[src/rtl/router_pkg.sv]
// Shared constants for the router datapath: byte width, reserved address and
// header field positions.
package router_pkg;

   localparam int unsigned DATA_W = 8;

   localparam logic [1:0] ADDR_INVALID = 2'b11;

   localparam int unsigned ADDR_LSB = 0;
   localparam int unsigned ADDR_MSB = 1;
   localparam int unsigned LEN_LSB  = 2;
   localparam int unsigned LEN_MSB  = 7;

endpackage

[src/rtl/router_parity_acc.sv]
// Running XOR of header and payload bytes, plus the registered compare against
// the received parity byte that drives err.
module router_parity_acc #(
   parameter int unsigned DATA_W = router_pkg::DATA_W
) (
   input  logic              clock,
   input  logic              reset,
   input  logic              detect_add,
   input  logic              lfd_state,
   input  logic              ld_state,
   input  logic              full_state,
   input  logic              pkt_valid,
   input  logic              parity_done,
   input  logic [DATA_W-1:0] header_byte,
   input  logic [DATA_W-1:0] data_in,
   input  logic [DATA_W-1:0] pkt_parity,
   output logic              err
);

   logic [DATA_W-1:0] int_parity_d, int_parity_q;
   logic              err_d, err_q;

   always_comb begin
      int_parity_d = int_parity_q;
      if (detect_add) begin
         int_parity_d = '0;
      end else if (lfd_state) begin
         int_parity_d = int_parity_q ^ header_byte;
      end else if (ld_state && pkt_valid && !full_state) begin
         // A stalled byte is taken here on its LOAD_DATA cycle, never again in laf_state.
         int_parity_d = int_parity_q ^ data_in;
      end

      err_d = err_q;
      if (detect_add) begin
         err_d = 1'b0;
      end else if (parity_done) begin
         err_d = (pkt_parity != int_parity_q);
      end
   end

   always_ff @(posedge clock or posedge reset) begin
      if (reset) begin
         int_parity_q <= '0;
         err_q        <= 1'b0;
      end else begin
         int_parity_q <= int_parity_d;
         err_q        <= err_d;
      end
   end

   assign err = err_q;

endmodule

[src/rtl/router_reg.sv]
// Router datapath register stage: header/hold capture, FIFO byte mux and the
// packet-status flags fed back to router_fsm.
module router_reg
   import router_pkg::*;
#(
   parameter int unsigned DATA_W = router_pkg::DATA_W
) (
   input  logic              clock,
   input  logic              reset,
   input  logic              pkt_valid,
   input  logic [DATA_W-1:0] data_in,
   input  logic              fifo_full,
   input  logic              detect_add,
   input  logic              lfd_state,
   input  logic              ld_state,
   input  logic              laf_state,
   input  logic              full_state,
   input  logic              rst_int_reg,
   output logic [DATA_W-1:0] dout,
   output logic              parity_done,
   output logic              low_pkt_valid,
   output logic              err
);

   logic [DATA_W-1:0] header_d, header_q;
   logic [DATA_W-1:0] hold_d, hold_q;
   logic [DATA_W-1:0] dout_d, dout_q;
   logic [DATA_W-1:0] pkt_parity_d, pkt_parity_q;
   logic              low_d, low_q;
   logic              pdone_d, pdone_q;
   logic              laf_parity;

   always_comb begin
      header_d = header_q;
      if (detect_add && pkt_valid && (data_in[ADDR_MSB:ADDR_LSB] != ADDR_INVALID)) begin
         header_d = data_in;
      end

      hold_d = hold_q;
      if (ld_state && fifo_full) begin
         hold_d = data_in;
      end

      dout_d = dout_q;
      if (lfd_state) begin
         dout_d = header_q;
      end else if (ld_state && !fifo_full) begin
         dout_d = data_in;
      end else if (laf_state) begin
         dout_d = hold_q;
      end

      // Parity byte that met a full FIFO sits in hold_q and is taken on the laf cycle.
      laf_parity = laf_state && low_q && !pdone_q;

      pkt_parity_d = pkt_parity_q;
      if (ld_state && !pkt_valid && !fifo_full) begin
         pkt_parity_d = data_in;
      end else if (laf_parity) begin
         pkt_parity_d = hold_q;
      end

      low_d = low_q;
      if (ld_state && !pkt_valid) begin
         low_d = 1'b1;
      end else if (rst_int_reg) begin
         low_d = 1'b0;
      end

      pdone_d = pdone_q;
      if (detect_add) begin
         pdone_d = 1'b0;
      end else if ((ld_state && !fifo_full && !pkt_valid) || laf_parity) begin
         pdone_d = 1'b1;
      end
   end

   always_ff @(posedge clock or posedge reset) begin
      if (reset) begin
         header_q     <= '0;
         hold_q       <= '0;
         dout_q       <= '0;
         pkt_parity_q <= '0;
         low_q        <= 1'b0;
         pdone_q      <= 1'b0;
      end else begin
         header_q     <= header_d;
         hold_q       <= hold_d;
         dout_q       <= dout_d;
         pkt_parity_q <= pkt_parity_d;
         low_q        <= low_d;
         pdone_q      <= pdone_d;
      end
   end

   router_parity_acc #(
      .DATA_W (DATA_W)
   ) u_parity_acc (
      .clock       (clock),
      .reset       (reset),
      .detect_add  (detect_add),
      .lfd_state   (lfd_state),
      .ld_state    (ld_state),
      .full_state  (full_state),
      .pkt_valid   (pkt_valid),
      .parity_done (pdone_q),
      .header_byte (header_q),
      .data_in     (data_in),
      .pkt_parity  (pkt_parity_q),
      .err         (err)
   );

   assign dout          = dout_q;
   assign parity_done   = pdone_q;
   assign low_pkt_valid = low_q;

endmodule

[config.mk]
export PLATFORM = sky130hd
export DESIGN_NAME = router_reg
export DESIGN_NICKNAME = d
export VERILOG_FILES = /design/src/rtl/router_pkg.sv /design/src/rtl/router_parity_acc.sv /design/src/rtl/router_reg.sv
export SDC_FILE = /design/constraint.sdc
export NUM_CORES = 1
export LEC_CHECK = 0
export CAP_MARGIN = 10
export CORE_AREA = 2 2 64 66
export DETAILED_ROUTE_END_ITERATION = 8
export DIE_AREA = 0 0 66 68
export HOLD_SLACK_MARGIN = 0.03
export MAX_ROUTING_LAYER = met4
export PLACE_DENSITY = 0.79
export REMOVE_ABC_BUFFERS = 1
export SYNTH_ARGS = -nofsm -noshare
export SYNTH_HDL_FRONTEND = slang
export SYNTH_SLANG_ARGS = --single-unit
export TNS_END_PERCENT = 100
[constraint.sdc]
create_clock -name clock -period 2 [get_ports clock]
set_input_delay 0.3 -clock clock [delete_from_list [all_inputs] [get_ports clock]]
set_output_delay 0.3 -clock clock [all_outputs]
set_load 0.005 [all_outputs]
After elaboration in Yosys (flattened, before gate mapping). Index checks and enable logic that the tools add are counted.

Memories kept: 0. Flip-flop bits (word level): 43. Latch bits: 0. Memory bits (writable): 0. Output and inout port bits: 11. ROM bits: 0.

Magnitude comparators: 0. Multiply operators: 0. Reduce and logical (&&, ||, !) cells: 22. Shift operators: 0. Multiplexer cells: 14. Bitwise operators: 2. Add/subtract/negate cells: 0. Div/mod/pow operators: 0. Equality and inequality tests: 2.

Operators by type and width (count): $mux 8 (8); $xor 8x8->8 (2); $logic_and 1x1->1 (11); $ne 8x8->1 (1); $reduce_bool 2->1 (4); $mux 1 (6); $reduce_bool 3->1 (2); $logic_not 1->1 (4); $ne 2x2->1 const B (1); $logic_or 1x1->1 (1).

Depth between registers and ports, before layout. Gate-level depths: netlist of run 1.

Depth in word-level cells: 6. Depth in mapped cells: 6. Mapped depth without buffers: 4.

Cells and area by module. From an unflattened synthesis of run 1, not the netlist that was laid out.

Cell total of the unflattened synthesis: 204. Area, all modules: 2134.5 µm².

By module, submodules not included: router_reg (area an instance 1550.2 µm², cells each 146, instances 1, sequential area each 850.8 µm²); router_parity_acc (area an instance 584.3 µm², cells each 58, instances 1, sequential area each 225.2 µm²).

Worst setup path after synthesis of run 1. OpenSTA, ideal clock, no wires.

Kind: input port to flip-flop. Start point: in lfd_state. End point: reg dout_q[5] (netlist: dout[5]). Stages: 4. Path slack: 0.763 ns. Arrival: 1.111 ns. Buffers on the path: 3. Path through: buf_4 -> buf_4 -> buf_2 -> a221o_1.

Cells in the longest elaborated chain, start to end: 1. Elaborated cells on any way between the ends: 2. Those cells by class: mux (1); reduce/logical (1).

RTL lines: start: declaration (RTL line router_reg.sv:14) `input logic lfd_state,`; $reduce_bool 3->1 (no line) / $mux 8 (equally long branches); end signal: assignment (RTL line router_reg.sv:89) `dout_q <= dout_d;`; end: declaration (RTL line router_reg.sv:27) `logic [DATA_W-1:0] dout_d, dout_q;`.

Several ways; a longest one is shown, not always the timed one. A chain may end at the register's enable or synchronous reset.

Final worst setup path of run 1.
Start point: reg pdone_q (netlist: parity_done). End point: out parity_done.

RTL lines: start: declaration (RTL line router_reg.sv:30) `logic pdone_d, pdone_q;`; start signal: assignment (RTL line router_reg.sv:92) `pdone_q <= pdone_d;`; end: declaration (RTL line router_reg.sv:20) `output logic parity_done,`.

No word-level cell between the ends.

==> flow_metrics.tcl, run 1 <==
set metrics [dict create \
    outcome "completed" \
    synthAdderAreaFrac 0 \
    grt_overflow_total 0 \
    portBuffers 28 \
    track_usage 0.221 \
    wl_met1_um 1950 \
    die_h_um 68 \
    finalSetupTns_ps 0 \
    finalPower_mw 2.23 \
    critPathArrivalTime_ps 1240 \
    end_kind "output pin" \
    fp.coreArea_um2 3860 \
    synth-xor-area-share 0.0688 \
    synthMuxAreaShare 0.117 \
    antenna_found_initial 0 \
    wl_met2_um 1970 \
    grt_pass1_vias 1504 \
    htreeDepth 2 \
    r2r-start "u_parity_acc.int_parity_q[0]$_DFFE_PP0P_" \
    fmax_mhz 649 \
    met3_length_um 182 \
    synth-compound-area-share 0.122 \
    crit_type "reg2out" \
    synth.yosys.seq_area_share 0.529 \
    start_util 0.528 \
    synth.distinct_cells 25 \
    path_cells "clkdlybuf4s50_1" \
    layout_commonest_cell "dfrtp_1" \
    drtAntennaViolNets 0 \
    top_layer_used "met4" \
    power.leakage_nw 1.10 \
    first_pass_iters 4 \
    place_area_um2 2420 \
    die_w_um 66 \
    via_per_inst 5.42 \
    ir_worst_vdd_mv 0.683 \
    clk-insertion-delay-late_ps 290 \
    whs_ps 433 \
    worst_r2r_endpoint "u_parity_acc.err$_DFFE_PP0P_" \
    grt_pass1_wl_um 7160 \
    reg2reg_depth 4 \
    tightest_slew_ps 517 \
    cap_viol_max_count 0 \
    multi_input_area_um2 902 \
    rsz0062_at_grt "no" \
    vias 1497 \
    syn_area_um2 2040 \
    clk_pin_slew_ps 70 \
    seqCellArea_um2 1080 \
    final_hold_viol_count 0 \
    slowest_delay_ps 530 \
    crit_path_start_kind "flop" \
    yosysWarnings 0 \
    fill_cells 312 \
    cts_buffers 5 \
    crit_slowest_cell "clkdlybuf4s50_1" \
    wire_per_inst_um 15.2 \
    synth.ff_latch_count 43 \
    final_nets 243 \
    cp.required_ps 1700 \
    power_density_nw_per_um2 887 \
    drv_slew 0 \
    hp-class "in2async" \
    io_pins 29 \
    layout_common_cells "dfrtp_1 (43), clkdlybuf4s50_1 (28), nand2_1 (26)" \
    cp_top_family "buffers and inverters" \
    fin_area_um2 2520 \
    routed_wl_um 4180 \
    final.setup_skew_ps 4.34 \
    cts_tree "built" \
    grt_max_degree 44 \
    syn_to_final_growth_pct 23.6 \
    path_buf_inv 1 \
    regToRegSetupSlack_ps 690 \
    worst-path-max-fanout 5 \
    drive_above_1_share 0.142 \
    clkSinkCount 43 \
    fin_util 0.652 \
    min_period_over_period 0.770 \
    synth_top_family_by_area "simple AND/OR/NAND/NOR gates" \
    hold_buffers 0 \
    gp_congestion 0.853 \
    dp_hpwl_um 3080 \
    post_cts_buffers 0 \
    min_period_ps 1540 \
    avgSynthCellArea_um2 10.8 \
    yosys.area_share.simple 0.136 \
    first_iter_violations 78 \
    synthCells 189 \
    rows 23 \
    timing.slew.headroom 0.655 \
    cts-root-buf "clkbuf_8" \
    setup_violations 0 \
    postCtsResizedCells 0 \
    cts_max_path_buffers 2 \
    die_area_um2 4490 \
    diodes 0 \
    crit_start "parity_done$_DFFE_PP0P_" \
    drc 0 \
]
==> routing by layer <==
| layer | global-route usage | vias up |
|---|---|---|
| met1 | 0.301 | 712 |
| li1 | - | 737 |
| met3 | 0.0428 | 7 |
| met2 | 0.333 | 41 |
| met4 | 0.0842 | 0 |
| met5 | - | - |
==> synthesized netlist by cell type <==
cell type	number	area, um2
nand2b_1	1	6.26
xor2_1	3	26.3
nand3b_1	2	15.0
nor3_2	1	10.0
a311oi_1	1	8.76
inv_1	4	15.0
nor2_1	17	63.8
a21o_1	1	7.51
mux2i_1	8	80.1
nand4_1	1	6.26
nor2b_1	2	12.5
a22oi_1	8	60.1
dfrtp_1	43	1080
nand2_1	26	97.6
xnor2_1	13	114
nand3_1	8	40.0
a21oi_1	17	85.1
o22ai_1	1	6.26
a221o_1	8	80.1
clkbuf_1	2	7.51
mux2_2	14	158
nor4_1	1	6.26
buf_2	4	20.0
nor3b_4	1	18.8
buf_4	2	15.0
==> state kept, by name, indices dropped and copies added (netlist names) <==
signal / count
hold_q: 8
pkt_parity_q: 8
header_q: 8
dout: 8
u_parity_acc.err: 1
low_pkt_valid: 1
parity_done: 1
u_parity_acc.int_parity_q: 8
==> through the flow <==
stage,setup WS [ps],instances
floorplan,697,181
global placement,258,268
detailed placement,247,268
CTS,462,276
global route,413,276
finish,459,276
==> worst max-delay path by stage <==
| stage | to | cells past startpoint |
|---|---|---|
| 6_report | parity_done | 1 |
| 3_5_place_dp | u_parity_acc.int_parity_q[6]$_DFFE_PP0P_ | 5 |
| 5_1_grt | u_parity_acc.int_parity_q[0]$_DFFE_PP0P_ | 5 |
| 4_1_cts | parity_done | 1 |
| 2_1_floorplan | dout[0]$_DFFE_PP0P_ | 1 |
| 3_3_place_gp | u_parity_acc.int_parity_q[6]$_DFFE_PP0P_ | 5 |
==> where the power goes <==
group / switching (mW) / internal, mW
combinational: 0.205 / 0.293
sequential: 0.123 / 1.02
clock: 0.277 / 0.315
total: 0.604 / 1.63
==> final cells by class <==
type,count,share of cell area
multi-input cells,134,0.359
repair buffers,37,0.143
flip-flops and latches,43,0.428
inverters,4,0.00597
well taps,50,0.0249
clock buffers,8,0.0398
==> cells by family after synthesis <==
logic type,after synthesis
DFF,43
AOI/OAI and AO/OA,36
and+or+nand+nor,60
buffers and inverters,12
muxes,22
xor gates and xnor gates,16
==> worst register-to-register path: stages, from the launching register on <==
cell and delay [ps]:
dfrtp_1 410, xnor2_1 170, nand4_1 120, nor4_1 330
a311oi_1 150
No activity file was read; power rests on OpenSTA's default activity.
==> run 2: changes to the inputs <==
CORE_AREA = 2 2 69 71   (was 2 2 64 66)
DIE_AREA = 0 0 71 73   (was 0 0 66 68)
PLACE_DENSITY = 0.72   (was 0.79)
clock period = 1.39 ns   (was 2 ns; I/O delays follow)
==> run 2 against run 1 <==
  * Via count grew 7.5%
  * Die area increased by 15%
  * First-iteration DRC count grew 91%
  * Flip-flop and latch count is the same
  * Core utilization shrank 3.9 points
==> flow_metrics.tcl, run 2 (synthesized netlist as in run 1, its figures left out) <==
set metrics [dict create \
    reg2reg_depth 6 \
    start_util 0.449 \
    htreeDepth 2 \
    layout_common_cells "dfrtp_1 (43), buf_4 (27), nand2_1 (26)" \
    seq_power_share 0.502 \
    finalWorstSetupSlack_ps 16.5 \
    fmax_mhz 728 \
    slowest_delay_ps 500 \
    min_period_over_period 0.988 \
    critPathArrivalTime_ps 1170 \
    rows 25 \
    timing.slew.headroom 0.760 \
    place_inst 289 \
    end_kind "output pin" \
    crit_type "reg2out" \
    final.setup_skew_ps 3.67 \
    diodes 0 \
    layout_commonest_cell "dfrtp_1" \
    whs_ps 255 \
    power.leakage_nw 1.31 \
    worst-path-max-fanout 2 \
    place_area_um2 2570 \
    via_per_inst 5.33 \
    grt_overflow_total 0 \
    first_iter_violations 149 \
    die_area_um2 5180 \
    vias 1609 \
    syn_to_final_growth_pct 36.6 \
    crit_path_start_kind "flop" \
    antenna_found_initial 0 \
    finalPower_mw 3.30 \
    grt_max_degree 44 \
    first_pass_iters 4 \
    path_cells "clkdlybuf4s50_1" \
    wire_per_inst_um 15.6 \
    final_hold_viol_count 0 \
    grt_pass1_vias 1606 \
    p_int_mw 2.31 \
    dp_hpwl_um 3440 \
    gp_congestion 0.802 \
    clk-insertion-delay-late_ps 300 \
    dp_slack_ps -335 \
    min_period_ps 1370 \
    drive_above_1_share 0.266 \
    track_usage 0.205 \
    portBuffers 28 \
    cts_buffers 5 \
    cp.required_ps 1180 \
    final-instance-count-excl-fill 302 \
    hp-class "in2async" \
    die_w_um 71 \
    cts_max_path_buffers 2 \
    cts_tree "built" \
    io_pins 29 \
    drtAntennaViolNets 0 \
    cp_top_family "buffers and inverters" \
    tightest_slew_ps 358 \
    p_clk_frac 0.247 \
    cts-root-buf "clkbuf_8" \
    routed_wl_um 4710 \
    power_density_nw_per_um2 1190 \
    fin_area_um2 2780 \
    p_sw_mw 0.987 \
    fp.coreArea_um2 4540 \
    fill_cells 351 \
    path_depth 1 \
    drv_slew 0 \
    crit_slowest_cell "clkdlybuf4s50_1" \
    clkSinkCount 43 \
    setup_violations 0 \
    outcome "completed" \
    final_nets 265 \
    grt_pass1_wl_um 7960 \
    p_comb_frac 0.251 \
    die_h_um 73 \
    p_sw_frac 0.299 \
    drc 0 \
    ir_worst_vdd_mv 1.01 \
    path_buf_inv 1 \
    cap_viol_max_count 0 \
    clk_pin_slew_ps 80 \
    rsz0062_at_grt "yes" \
]
## run 2: cell types whose count changed in the layout (fill, tap and decap cells not counted), moves of 2 or more
cell	change
clkdlybuf4s50_1	-13
mux2i_2	+2
a22oi_1	-7
clkinv_4	+2
a22oi_2	+7
buf_4	+19
clkbuf_8	-2
dlymetal6s2s_1	+7
mux2i_1	-2
dlygate4sd2_1	+6
buf_12	+2
## run 2: what timing repair did
item	4_1_cts	5_1_grt
pin swaps	0	4
setup buffers	2	3
hold buffers	0	0
resized for setup	7	20
hold endpoints to repair	0	0
endpoints found under the setup margin	14	25
## run 2: metrics by stage
step | TNS [ps] | util
after CTS | 0 | 0.591
after detailed placement | -8350 | 0.567
final | 0 | 0.613
after global placement | -7380 | 0.567
after floorplan | 0 | -
after global routing | -61.1 | 0.613
## run 2: worst register-to-register path, stage by stage (launching register included)
cell and delay [ps]:
dfrtp_1 390, buf_4 140, nand3b_1 180, nor2b_4 150
buf_6 150, a22oi_2 180, nand2_1 70
## run 2: worst paths after layout
| path | from | endpoint | slack [ps] |
|---|---|---|---|
| worst max-delay path | dout[1]$_DFFE_PP0P_ | dout[1] | 20 |
| worst min-delay path | reset | u_parity_acc.err$_DFFE_PP0P_ | 250 |
| worst max register to register | parity_done$_DFFE_PP0P_ | pkt_parity_q[6]$_DFFE_PP0P_ | 30 |
| worst min register to register | dout[6]$_DFFE_PP0P_ | dout[6]$_DFFE_PP0P_ | 530 |
| max in group asynchronous | reset | dout[4]$_DFFE_PP0P_ | 930 |
| min in group clock | ld_state | low_pkt_valid$_DFFE_PP0P_ | 270 |
## run 2: layout make-up
type	count	area, um2	area share
multi-input combinational	134	965	0.347
sequential	43	1080	0.387
timing repair buffer	59	564	0.203
inverter	4	15.0	0.00540
tap	54	67.6	0.0243
clock inverter	3	25.0	0.00900
clock buffer	5	68.8	0.0247
## run 2: metal layers
metal | vias to the layer above | GRT usage | wire, um
li1 | 785 | - | -
met1 | 786 | 0.271 | 2100
met2 | 29 | 0.318 | 2390
met3 | 9 | 0.0373 | 128
met4 | 0 | 0.0734 | 87
met5 | - | - | 0
## run 2: power by group through the flow
| stage | clock network, mW | logic (mW) | registers [mW] |
|---|---|---|---|
| final | 0.815 | 0.827 | 1.66 |
| after global routing | 0.890 | 0.912 | 1.68 |
| after CTS | 0.842 | 0.779 | 1.64 |
| after detailed placement | 0 | 0.785 | 1.66 |
| after global placement | 0 | 0.759 | 1.66 |
| after floorplan | 0 | 0.440 | 1.62 |
